--- config.mk ---
export PLATFORM = sky130hd
export DESIGN_NAME = rx_word_fifo_flat
export DESIGN_NICKNAME = d
export VERILOG_FILES = /design/src/rtl/rx_word_fifo_pkg.sv /design/src/rtl/rx_word_fifo_if.sv /design/src/rtl/rx_fifo_mem.sv /design/src/rtl/rx_word_fifo.sv /design/src/flat_wrapper.sv
export SDC_FILE = /design/constraint.sdc
export NUM_CORES = 1
export LEC_CHECK = 0
export BUFFER_PORTS_ARGS = -buffer_cell sky130_fd_sc_hd__clkbuf_2
export CAP_MARGIN = 25
export CORE_MARGIN = 1.5
export CORE_UTILIZATION = 43
export DETAILED_ROUTE_END_ITERATION = 6
export GPL_ROUTABILITY_DRIVEN = 0
export PLACE_DENSITY = 0.7
export SLEW_MARGIN = 20
export SYNTH_ARGS = -nofsm -noshare
export SYNTH_HDL_FRONTEND = slang
export SYNTH_SLANG_ARGS = --single-unit
--- constraint.sdc ---
create_clock -name clk_f -period 6.1 [get_ports clk_f]
set_clock_uncertainty 0.05 [all_clocks]
set_input_delay 0.915 -clock clk_f [delete_from_list [all_inputs] [get_ports clk_f]]
set_output_delay 0.915 -clock clk_f [all_outputs]
set_load 0.1 [all_outputs]
--- src/rtl/rx_word_fifo_pkg.sv ---
// rtl/rx_word_fifo_pkg.sv - shared sizes, thresholds and flag decode for the RX word FIFO
package rx_word_fifo_pkg;

  localparam int DATA_WIDTH      = 32;
  localparam int ADDR_WIDTH      = 3;
  localparam int DEPTH           = 2 ** ADDR_WIDTH;
  localparam int ALMOST_FULL_TH  = 6;
  localparam int ALMOST_EMPTY_TH = 2;

  typedef struct packed {
    logic full;
    logic empty;
    logic almost_full;
    logic almost_empty;
  } fifo_flags_t;

  // Level flags as a pure function of an entry count, so the registered
  // flags can be computed from the next count on the same edge.
  function automatic fifo_flags_t decode_flags(input int unsigned count,
                                               input int unsigned depth,
                                               input int unsigned af_th,
                                               input int unsigned ae_th);
    fifo_flags_t f;
    f.full         = (count == depth);
    f.empty        = (count == 0);
    f.almost_full  = (count >= af_th);
    f.almost_empty = (count <= ae_th);
    return f;
  endfunction

endpackage

--- src/rtl/rx_word_fifo_if.sv ---
// rtl/rx_word_fifo_if.sv - push/pop/status bundle between PHY RX, FIFO and consumer
interface rx_word_fifo_if
  import rx_word_fifo_pkg::*;
#(
  parameter int DATA_WIDTH = rx_word_fifo_pkg::DATA_WIDTH,
  parameter int ADDR_WIDTH = rx_word_fifo_pkg::ADDR_WIDTH
);

  logic [DATA_WIDTH-1:0] data_in;
  logic                  valid_in;
  logic                  pop;
  logic [DATA_WIDTH-1:0] data_out;
  logic                  valid_out;
  logic [ADDR_WIDTH:0]   fifo_count;
  logic                  full;
  logic                  empty;
  logic                  almost_full;
  logic                  almost_empty;
  logic                  overflow;
  logic                  underflow;

  // Producer/consumer side: drives pushes and pops, observes data and status.
  modport master (
    output data_in, valid_in, pop,
    input  data_out, valid_out, fifo_count, full, empty,
           almost_full, almost_empty, overflow, underflow
  );

  // FIFO side.
  modport slave (
    input  data_in, valid_in, pop,
    output data_out, valid_out, fifo_count, full, empty,
           almost_full, almost_empty, overflow, underflow
  );

endinterface

--- src/rtl/rx_fifo_mem.sv ---
// rtl/rx_fifo_mem.sv - DEPTH x DATA_WIDTH register array, sync write, registered read
module rx_fifo_mem
  import rx_word_fifo_pkg::*;
#(
  parameter int DATA_WIDTH = rx_word_fifo_pkg::DATA_WIDTH,
  parameter int ADDR_WIDTH = rx_word_fifo_pkg::ADDR_WIDTH
) (
  input  logic                  clk_f,
  input  logic                  reset,
  input  logic                  we,
  input  logic [ADDR_WIDTH-1:0] waddr,
  input  logic [DATA_WIDTH-1:0] wdata,
  input  logic                  re,
  input  logic [ADDR_WIDTH-1:0] raddr,
  output logic [DATA_WIDTH-1:0] rdata
);

  localparam int DEPTH_L = 2 ** ADDR_WIDTH;

  logic [DATA_WIDTH-1:0] mem [DEPTH_L];

  // Storage write; contents deliberately survive reset (pointers flush them).
  always_ff @(posedge clk_f) begin
    if (we) begin
      mem[waddr] <= wdata;
    end
  end

  // Read register: loads only on a read, otherwise holds the last word.
  // A same-edge write to raddr (full push+pop) returns the old entry.
  always_ff @(posedge clk_f) begin
    if (reset) begin
      rdata <= '0;
    end else if (re) begin
      rdata <= mem[raddr];
    end
  end

endmodule

--- src/rtl/rx_word_fifo.sv ---
// rtl/rx_word_fifo.sv - RX word FIFO: pointers, count, registered flags, sticky errors
module rx_word_fifo
  import rx_word_fifo_pkg::*;
#(
  parameter int DATA_WIDTH      = rx_word_fifo_pkg::DATA_WIDTH,
  parameter int ADDR_WIDTH      = rx_word_fifo_pkg::ADDR_WIDTH,
  parameter int ALMOST_FULL_TH  = rx_word_fifo_pkg::ALMOST_FULL_TH,
  parameter int ALMOST_EMPTY_TH = rx_word_fifo_pkg::ALMOST_EMPTY_TH
) (
  input  logic         clk_f,
  input  logic         reset,
  rx_word_fifo_if.slave bus
);

  localparam int DEPTH_L = 2 ** ADDR_WIDTH;

  logic [ADDR_WIDTH-1:0] wr_ptr;
  logic [ADDR_WIDTH-1:0] rd_ptr;
  logic [ADDR_WIDTH:0]   count;
  logic [ADDR_WIDTH:0]   count_next;
  logic                  push_ok;
  logic                  pop_ok;
  fifo_flags_t           flags;
  fifo_flags_t           flags_next;
  logic                  valid_out_r;
  logic                  overflow_r;
  logic                  underflow_r;

  // Accept decisions use the registered flags; a pop frees a slot on the
  // same edge, so a full FIFO still takes a push when it is also popped.
  always_comb begin
    push_ok    = bus.valid_in && (!flags.full || bus.pop);
    pop_ok     = bus.pop && !flags.empty;
    count_next = count + {{ADDR_WIDTH{1'b0}}, push_ok} - {{ADDR_WIDTH{1'b0}}, pop_ok};
    flags_next = decode_flags(32'(count_next), DEPTH_L, ALMOST_FULL_TH, ALMOST_EMPTY_TH);
  end

  // Pointers, count, flags, read strobe and sticky error bits.
  always_ff @(posedge clk_f) begin
    if (reset) begin
      wr_ptr      <= '0;
      rd_ptr      <= '0;
      count       <= '0;
      flags       <= decode_flags(0, DEPTH_L, ALMOST_FULL_TH, ALMOST_EMPTY_TH);
      valid_out_r <= 1'b0;
      overflow_r  <= 1'b0;
      underflow_r <= 1'b0;
    end else begin
      if (push_ok) begin
        wr_ptr <= wr_ptr + 1'b1;
      end
      if (pop_ok) begin
        rd_ptr <= rd_ptr + 1'b1;
      end
      count       <= count_next;
      flags       <= flags_next;
      valid_out_r <= pop_ok;
      if (bus.valid_in && flags.full && !bus.pop) begin
        overflow_r <= 1'b1;
      end
      if (bus.pop && flags.empty) begin
        underflow_r <= 1'b1;
      end
    end
  end

  rx_fifo_mem #(
    .DATA_WIDTH (DATA_WIDTH),
    .ADDR_WIDTH (ADDR_WIDTH)
  ) u_mem (
    .clk_f (clk_f),
    .reset (reset),
    .we    (push_ok && !reset),
    .waddr (wr_ptr),
    .wdata (bus.data_in),
    .re    (pop_ok && !reset),
    .raddr (rd_ptr),
    .rdata (bus.data_out)
  );

  assign bus.valid_out    = valid_out_r;
  assign bus.fifo_count   = count;
  assign bus.full         = flags.full;
  assign bus.empty        = flags.empty;
  assign bus.almost_full  = flags.almost_full;
  assign bus.almost_empty = flags.almost_empty;
  assign bus.overflow     = overflow_r;
  assign bus.underflow    = underflow_r;

endmodule

--- src/flat_wrapper.sv ---
// flat-port wrapper written by rule: the top's interface ports become plain ports
module rx_word_fifo_flat import rx_word_fifo_pkg::*;
#(
  parameter int DATA_WIDTH      = rx_word_fifo_pkg::DATA_WIDTH,
  parameter int ADDR_WIDTH      = rx_word_fifo_pkg::ADDR_WIDTH,
  parameter int ALMOST_FULL_TH  = rx_word_fifo_pkg::ALMOST_FULL_TH,
  parameter int ALMOST_EMPTY_TH = rx_word_fifo_pkg::ALMOST_EMPTY_TH
)
  (clk_f, reset, bus_data_in, bus_valid_in, bus_pop, bus_data_out, bus_valid_out, bus_fifo_count, bus_full, bus_empty, bus_almost_full, bus_almost_empty, bus_overflow, bus_underflow);
  rx_word_fifo_if #(.DATA_WIDTH(DATA_WIDTH), .ADDR_WIDTH(ADDR_WIDTH)) bus_i ();
  input  logic clk_f;
  input  logic reset;
  input wire logic [$bits(bus_i.data_in)-1:0] bus_data_in;
  input wire logic [$bits(bus_i.valid_in)-1:0] bus_valid_in;
  input wire logic [$bits(bus_i.pop)-1:0] bus_pop;
  output wire logic [$bits(bus_i.data_out)-1:0] bus_data_out;
  output wire logic [$bits(bus_i.valid_out)-1:0] bus_valid_out;
  output wire logic [$bits(bus_i.fifo_count)-1:0] bus_fifo_count;
  output wire logic [$bits(bus_i.full)-1:0] bus_full;
  output wire logic [$bits(bus_i.empty)-1:0] bus_empty;
  output wire logic [$bits(bus_i.almost_full)-1:0] bus_almost_full;
  output wire logic [$bits(bus_i.almost_empty)-1:0] bus_almost_empty;
  output wire logic [$bits(bus_i.overflow)-1:0] bus_overflow;
  output wire logic [$bits(bus_i.underflow)-1:0] bus_underflow;
  assign bus_i.data_in = bus_data_in;
  assign bus_i.valid_in = bus_valid_in;
  assign bus_i.pop = bus_pop;
  assign bus_data_out = bus_i.data_out;
  assign bus_valid_out = bus_i.valid_out;
  assign bus_fifo_count = bus_i.fifo_count;
  assign bus_full = bus_i.full;
  assign bus_empty = bus_i.empty;
  assign bus_almost_full = bus_i.almost_full;
  assign bus_almost_empty = bus_i.almost_empty;
  assign bus_overflow = bus_i.overflow;
  assign bus_underflow = bus_i.underflow;
  rx_word_fifo #(.DATA_WIDTH(DATA_WIDTH), .ADDR_WIDTH(ADDR_WIDTH), .ALMOST_FULL_TH(ALMOST_FULL_TH), .ALMOST_EMPTY_TH(ALMOST_EMPTY_TH)) u_core (.clk_f(clk_f), .reset(reset), .bus(bus_i));
endmodule
==> metrics, run 1 <==
All-Layer GR Usage 16.3%; Worst Setup Start Kind input port; CTS Root Cell clkbuf_16; clock share of power 31.7%; non-filler cells, final 1156; fin area 13500 um^2; top-count cell post-synth edfxtp_1; Sink Count 305; Comb power frac 23.9%; delay-heaviest family, CP adder cells; nets 834; Critical Path Slowest Stage Cell nand2b_2; switching share of power 32.4%; mapped cell area 11800 um^2; Overflow after GRT 0; Cell Rows 60; cell area after placement 12500 um^2; Synth Flop Type edfxtp_1; Yosys top cell by area edfxtp_1; EDFF count, synth 256; Post-synth top cells edfxtp_1, mux2i_1, a22oi_1; drt total wl 23000 um; initial antenna violation count 0; DR pass1 iterations 5; worst endpoint data arrival time 3500 ps; Vert. Die Dim 169 um; crit path kind input port to register; Static Leak 0.00444 uW; Cell Chain, Critical Path clkbuf_2 > nand2b_2 > clkinv_2 > ha_1 > inv_1 > ha_1 > inv_1 > fa_1 > xor2_1 > nor2_1 > a21oi_1 > o21a_1; Die Wd 169 um; TritonCTS Buffers 30; clk slew on worst S/H paths 60 ps; clock buffer depth 3; n_diodes 0; layout filler cell count 2199; Crit path required time 6540 ps; via count 6249; # setup viols final 0; Synth Instances 711; pin count of the biggest net entering global routing 76; element type at the critical path end register; clock latency on the worst-skew pair 550 ps; Rel. slew slack 31.9%; ys async rst share 0%; die area 28500 um^2; H-tree depth 1; Hold Vio Cnt, Final 0; Post-DP HPWL 12300 um; Synth cell types 35; Worst Max-Slew Pin Slew 1020 ps; PortBufs 78; Synthesized Nets 754; largest cells by area after synthesis edfxtp_1, mux2i_1, dfxtp_1; Yosys reg bits 305; DRC violations left 0; status completed; Synth Warn # 0; 1st-iter DRT viols 494; crit path buf inv count 4; register area share after synthesis 73.3%; Avg WL per Cell 19.9 um; crit-path max FO 35; Psw 1830 uW; Placed Cells 1099; CTS tree yes; post-cts hold buffer count 0; Power Density 418 nW/um^2; Initial Utilization 43.9%; layout cell share with drive strength beyond 1 22.2%; RSZ-0062 raised after global routing no; CP peak stage delay 680 ps; Gates resized, CTS repair 0; IR drop worst, VDD 0.000495 V; total power draw 5630 uW; min cycle time layout 3060 ps; share of the synthesized area in the top cell type 65.0%; Post-DRT Antenna Nets 0; worst hold path type register to register; sequential fraction of design power 44.4%; setup TNS 0 ps; number of global-route vias before repair 6386; vias per cell 5.41; Syn-to-layout area delta 13.9%; # IOs 79; Final period util 50.1%; worst hold slack 423 ps; core area 27000 um^2; syn_area_per_cell 16.6 um^2; Max Slew Vio Count 0; max-cap viol count 0; Max Clk Rate 0.327 GHz; Int Pwr 3810 uW; first-pass GRT wire length 35800 um; post-CTS setup buffer count 0
-- worst paths after layout --
check / startpoint / endpoint / slack (ps) / cells after the start
worst max-delay path: bus_pop / u_core.bus.almost_empty$_SDFF_PP1_ / 3040 / 12
worst min-delay path: u_core.bus.underflow$_SDFFE_PP0P_ / u_core.bus.underflow$_SDFFE_PP0P_ / 420 / 2
worst max register to register: u_core.bus.empty$_SDFF_PP1_ / u_core.bus.almost_empty$_SDFF_PP1_ / 3090 / 11
worst min register to register: u_core.bus.underflow$_SDFFE_PP0P_ / u_core.bus.underflow$_SDFFE_PP0P_ / 420 / 2
-- final cells by class --
cell class	instances	area [um^2]	area share [%]
Multi-Input combinational cell	353	2850	21.1
Inverter	10	38.8	0.288
Timing Repair Buffer	91	520	3.86
Clock buffer	48	910	6.75
Sequential cell	305	8670	64.3
Tap cell	341	427	3.17
Clock inverter	8	62.6	0.464
-- cells by family after synthesis --
| kind of cell | count (synthesis) | synth area share (%) |
|---|---|---|
| flip-flops | 305 | 73.3 |
| adder cells (fa/ha/maj) | 7 | 0.804 |
| XOR/XNOR | 7 | 0.518 |
| multiplexers | 128 | 10.8 |
| AND/OR/NAND/NOR | 105 | 5.33 |
| buffers and inverters | 53 | 3.30 |
| AO/OA/AOI/OAI | 106 | 5.93 |
-- worst reg2reg max path, stage by stage, from the launching register on --
cell and delay, ps:
dfxtp_1 350, nand2b_2 770, clkinv_2 150, ha_1 300, inv_1 50, ha_1 150
inv_1 60, fa_1 410, xor2_1 290, nor2_1 90, a21oi_1 150, o21a_1 120
-- cell usage in the layout (no fill, tap or decap), types with 2 or more instances in the layout --
master	n
a21oi_1	38
nand3_1	4
clkbuf_8	7
nor2b_4	2
clkbuf_1	10
xnor2_1	2
clkinv_1	4
edfxtp_1	256
clkbuf_16	31
nand2_1	7
clkbuf_2	77
mux2i_1	128
ha_1	6
xor2_1	5
clkinv_2	3
nor2_1	45
inv_1	9
nor2_4	4
dfxtp_1	48
buf_4	11
a22oi_1	64
nor3_2	35
-- stage by stage --
| stage | worst slack (ps) | utilization (%) |
|---|---|---|
| global placement | 2500 | 46.3 |
| detailed placement | 2410 | 46.3 |
| CTS | 2990 | 49.9 |
| finish | 3040 | 50.0 |
| floorplan | 910 | - |
| global route | 2740 | 50.0 |
-- power groups by stage --
stage               clock network [uW]  logic (uW)  registers [uW]
floorplan                            0         691            3010
global placement                     0        1330            2540
detailed placement                   0        1350            2550
CTS                               1820        1350            2500
global route                      1910        1430            2520
finish                            1790        1340            2500
-- layer usage --
layer  global-route usage, %  share of wire, %  up-vias
met2                    27.2                49      160
met1                    21.8                43     3143
met5                       0                 0        -
met3                    2.78               5.4       46
met4                    5.32               2.5        0
li1                        -                 -     2900
-- flip-flops by register name, indices dropped and copies added (netlist names) --
name and count:
u_core.bus.almost_full 1, u_core.bus.almost_empty 1, u_core.bus.overflow 1, u_core.u_mem.mem 256
u_core.bus.fifo_count 4, u_core.bus.empty 1, u_core.bus.valid_out 1, u_core.bus.full 1
u_core.u_mem.rdata 32, u_core.bus.underflow 1, u_core.rd_ptr 3, u_core.wr_ptr 3
Note: power is estimated with default switching activity, not from simulation.
==> run 2: changes to the inputs <==
==> constraint.sdc (replaced) <==
create_clock -name clk_f -period 2.95 [get_ports clk_f]
set_clock_uncertainty 0.05 [all_clocks]
set_input_delay 0.4425 -clock clk_f [delete_from_list [all_inputs] [get_ports clk_f]]
set_output_delay 0.4425 -clock clk_f [all_outputs]
set_load 0.1 [all_outputs]
==> run 2 against run 1 <==
  * Register-to-register slack got worse by 2300 ps
  * Flip-flop and latch count did not move
  * First-iteration DRC count fell by 3.4%
  * Critical path depth fell by 2
  * Count of clock-buffer cells in the layout fell by 4
  * Final cell count rose by 1.4%
  * Clock power rose by 99%
  * Global-route usage fell by 0.089 points
  * Core utilization rose by 0.36 points
==> metrics, run 2 (synthesized netlist as in run 1, its figures left out) <==
cell area after placement 12600 um^2; DR pass1 iterations 6; fin util 50.4%; Post-DP HPWL 13600 um; Sink Count 305; Hold Vio Cnt, Final 0; status completed; clk slew on worst S/H paths 60 ps; Die Wd 169 um; most frequent cells in the layout edfxtp_1, mux2i_1, clkbuf_2, a22oi_1, dfxtp_1; # setup viols final 0; Worst Setup Start Kind register; crit path kind register to register; via count 6226; post-CTS setup buffer count 0; commonest non-fill, non-tap cell in the layout edfxtp_1; pin count of the biggest net entering global routing 48; Post-DRT Antenna Nets 0; initial antenna violation count 1; Power Density 850 nW/um^2; H-tree depth 1; vias per cell 5.31; number of global-route vias before repair 6528; worst endpoint data arrival time 2630 ps; IR drop worst, VDD 0.000876 V; TritonCTS Buffers 31; Syn-to-layout area delta 14.8%; nets 848; Avg WL per Cell 19.5 um; Worst Max-Slew Pin Slew 611 ps; worst hold path type input port to register; layout cell share with drive strength beyond 1 23.5%; Overflow after GRT 0; Gates resized, CTS repair 0; RSZ-0062 raised after global routing no; min cycle time layout 2200 ps; Rel. slew slack 59.2%; Max Clk Rate 0.454 GHz; first-pass GRT wire length 36000 um; worst hold slack 119 ps; element type at the critical path end register; Vert. Die Dim 169 um; All-Layer GR Usage 16.2%; Cell Rows 60; Max Slew Vio Count 0; Top reg by flops u_core.u_mem.mem; CTS Root Cell clkbuf_16; CTS tree yes; crit-path max FO 4; clock latency on the worst-skew pair 550 ps; max-cap viol count 0; die area 28500 um^2; PortBufs 78; clock buffer depth 3; max reg flops 256; fin area 13600 um^2; Final period util 74.7%; 1st-iter DRT viols 477; Crit path required time 3370 ps; # IOs 79; DRC violations left 0; Initial Utilization 43.9%; post-cts hold buffer count 0; core area 27000 um^2; drt total wl 22800 um; Static Leak 0.00451 uW
## run 2: power by group
| group | switching, uW | leakage, uW | internal, uW |
|---|---|---|---|
| combinational | 2080 | 0.00133 | 774 |
| sequential | 176 | 0.00272 | 4940 |
| clock | 1540 | 0.000466 | 2030 |
## run 2: worst max-delay path: stages (launching register included)
cell,delay [ps]
dfxtp_2,330
nand2b_1,140
clkinv_2,70
ha_1,260
inv_1,60
ha_1,150
inv_1,60
fa_1,400
xor2_1,200
or2_2,280
a21oi_1,130
## run 2: routing by layer
layer,up-vias,track usage (%),part of all wire [%]
met4,0,4.08,1.8
met2,137,28.3,50
li1,2931,-,-
met1,3124,21.2,43
met3,34,2.67,5.0
met5,-,0,0
## run 2: final cells by class
type | count | area, um^2
Tap cell | 341 | 427
Antenna cell | 1 | 2.50
Clock inverter | 14 | 75.1
Fill cell | 2167 | 13400
Timing Repair Buffer | 104 | 648
Clock buffer | 44 | 865
Sequential cell | 305 | 8670
Multi-Input combinational cell | 353 | 2850
Inverter | 10 | 38.8
## run 2: path summary, 6_finish.rpt
kind                                                         from                           endpoint  slack [ps]  cells past startpoint
worst max-delay path                  u_core.bus.empty$_SDFF_PP1_  u_core.bus.almost_full$_SDFF_PP0_         750                     10
worst min-delay path                                      bus_pop  u_core.bus.underflow$_SDFFE_PP0P_         120                      3
worst min register to register  u_core.bus.underflow$_SDFFE_PP0P_  u_core.bus.underflow$_SDFFE_PP0P_         420                      2
worst max register to register        u_core.bus.empty$_SDFF_PP1_  u_core.bus.almost_full$_SDFF_PP0_         750                     10
## run 2: metrics by stage
stage | TNS (ps) | total power, uW | worst slack (ps) | cells
after floorplan | -111750 | 7670 | -949 | 711
after global placement | 0 | 8030 | 514 | 1113
after detailed placement | 0 | 8080 | 484 | 1113
after CTS | 0 | 11600 | 727 | 1171
after global routing | 0 | 12000 | 501 | 1171
final | 0 | 11500 | 745 | 1172
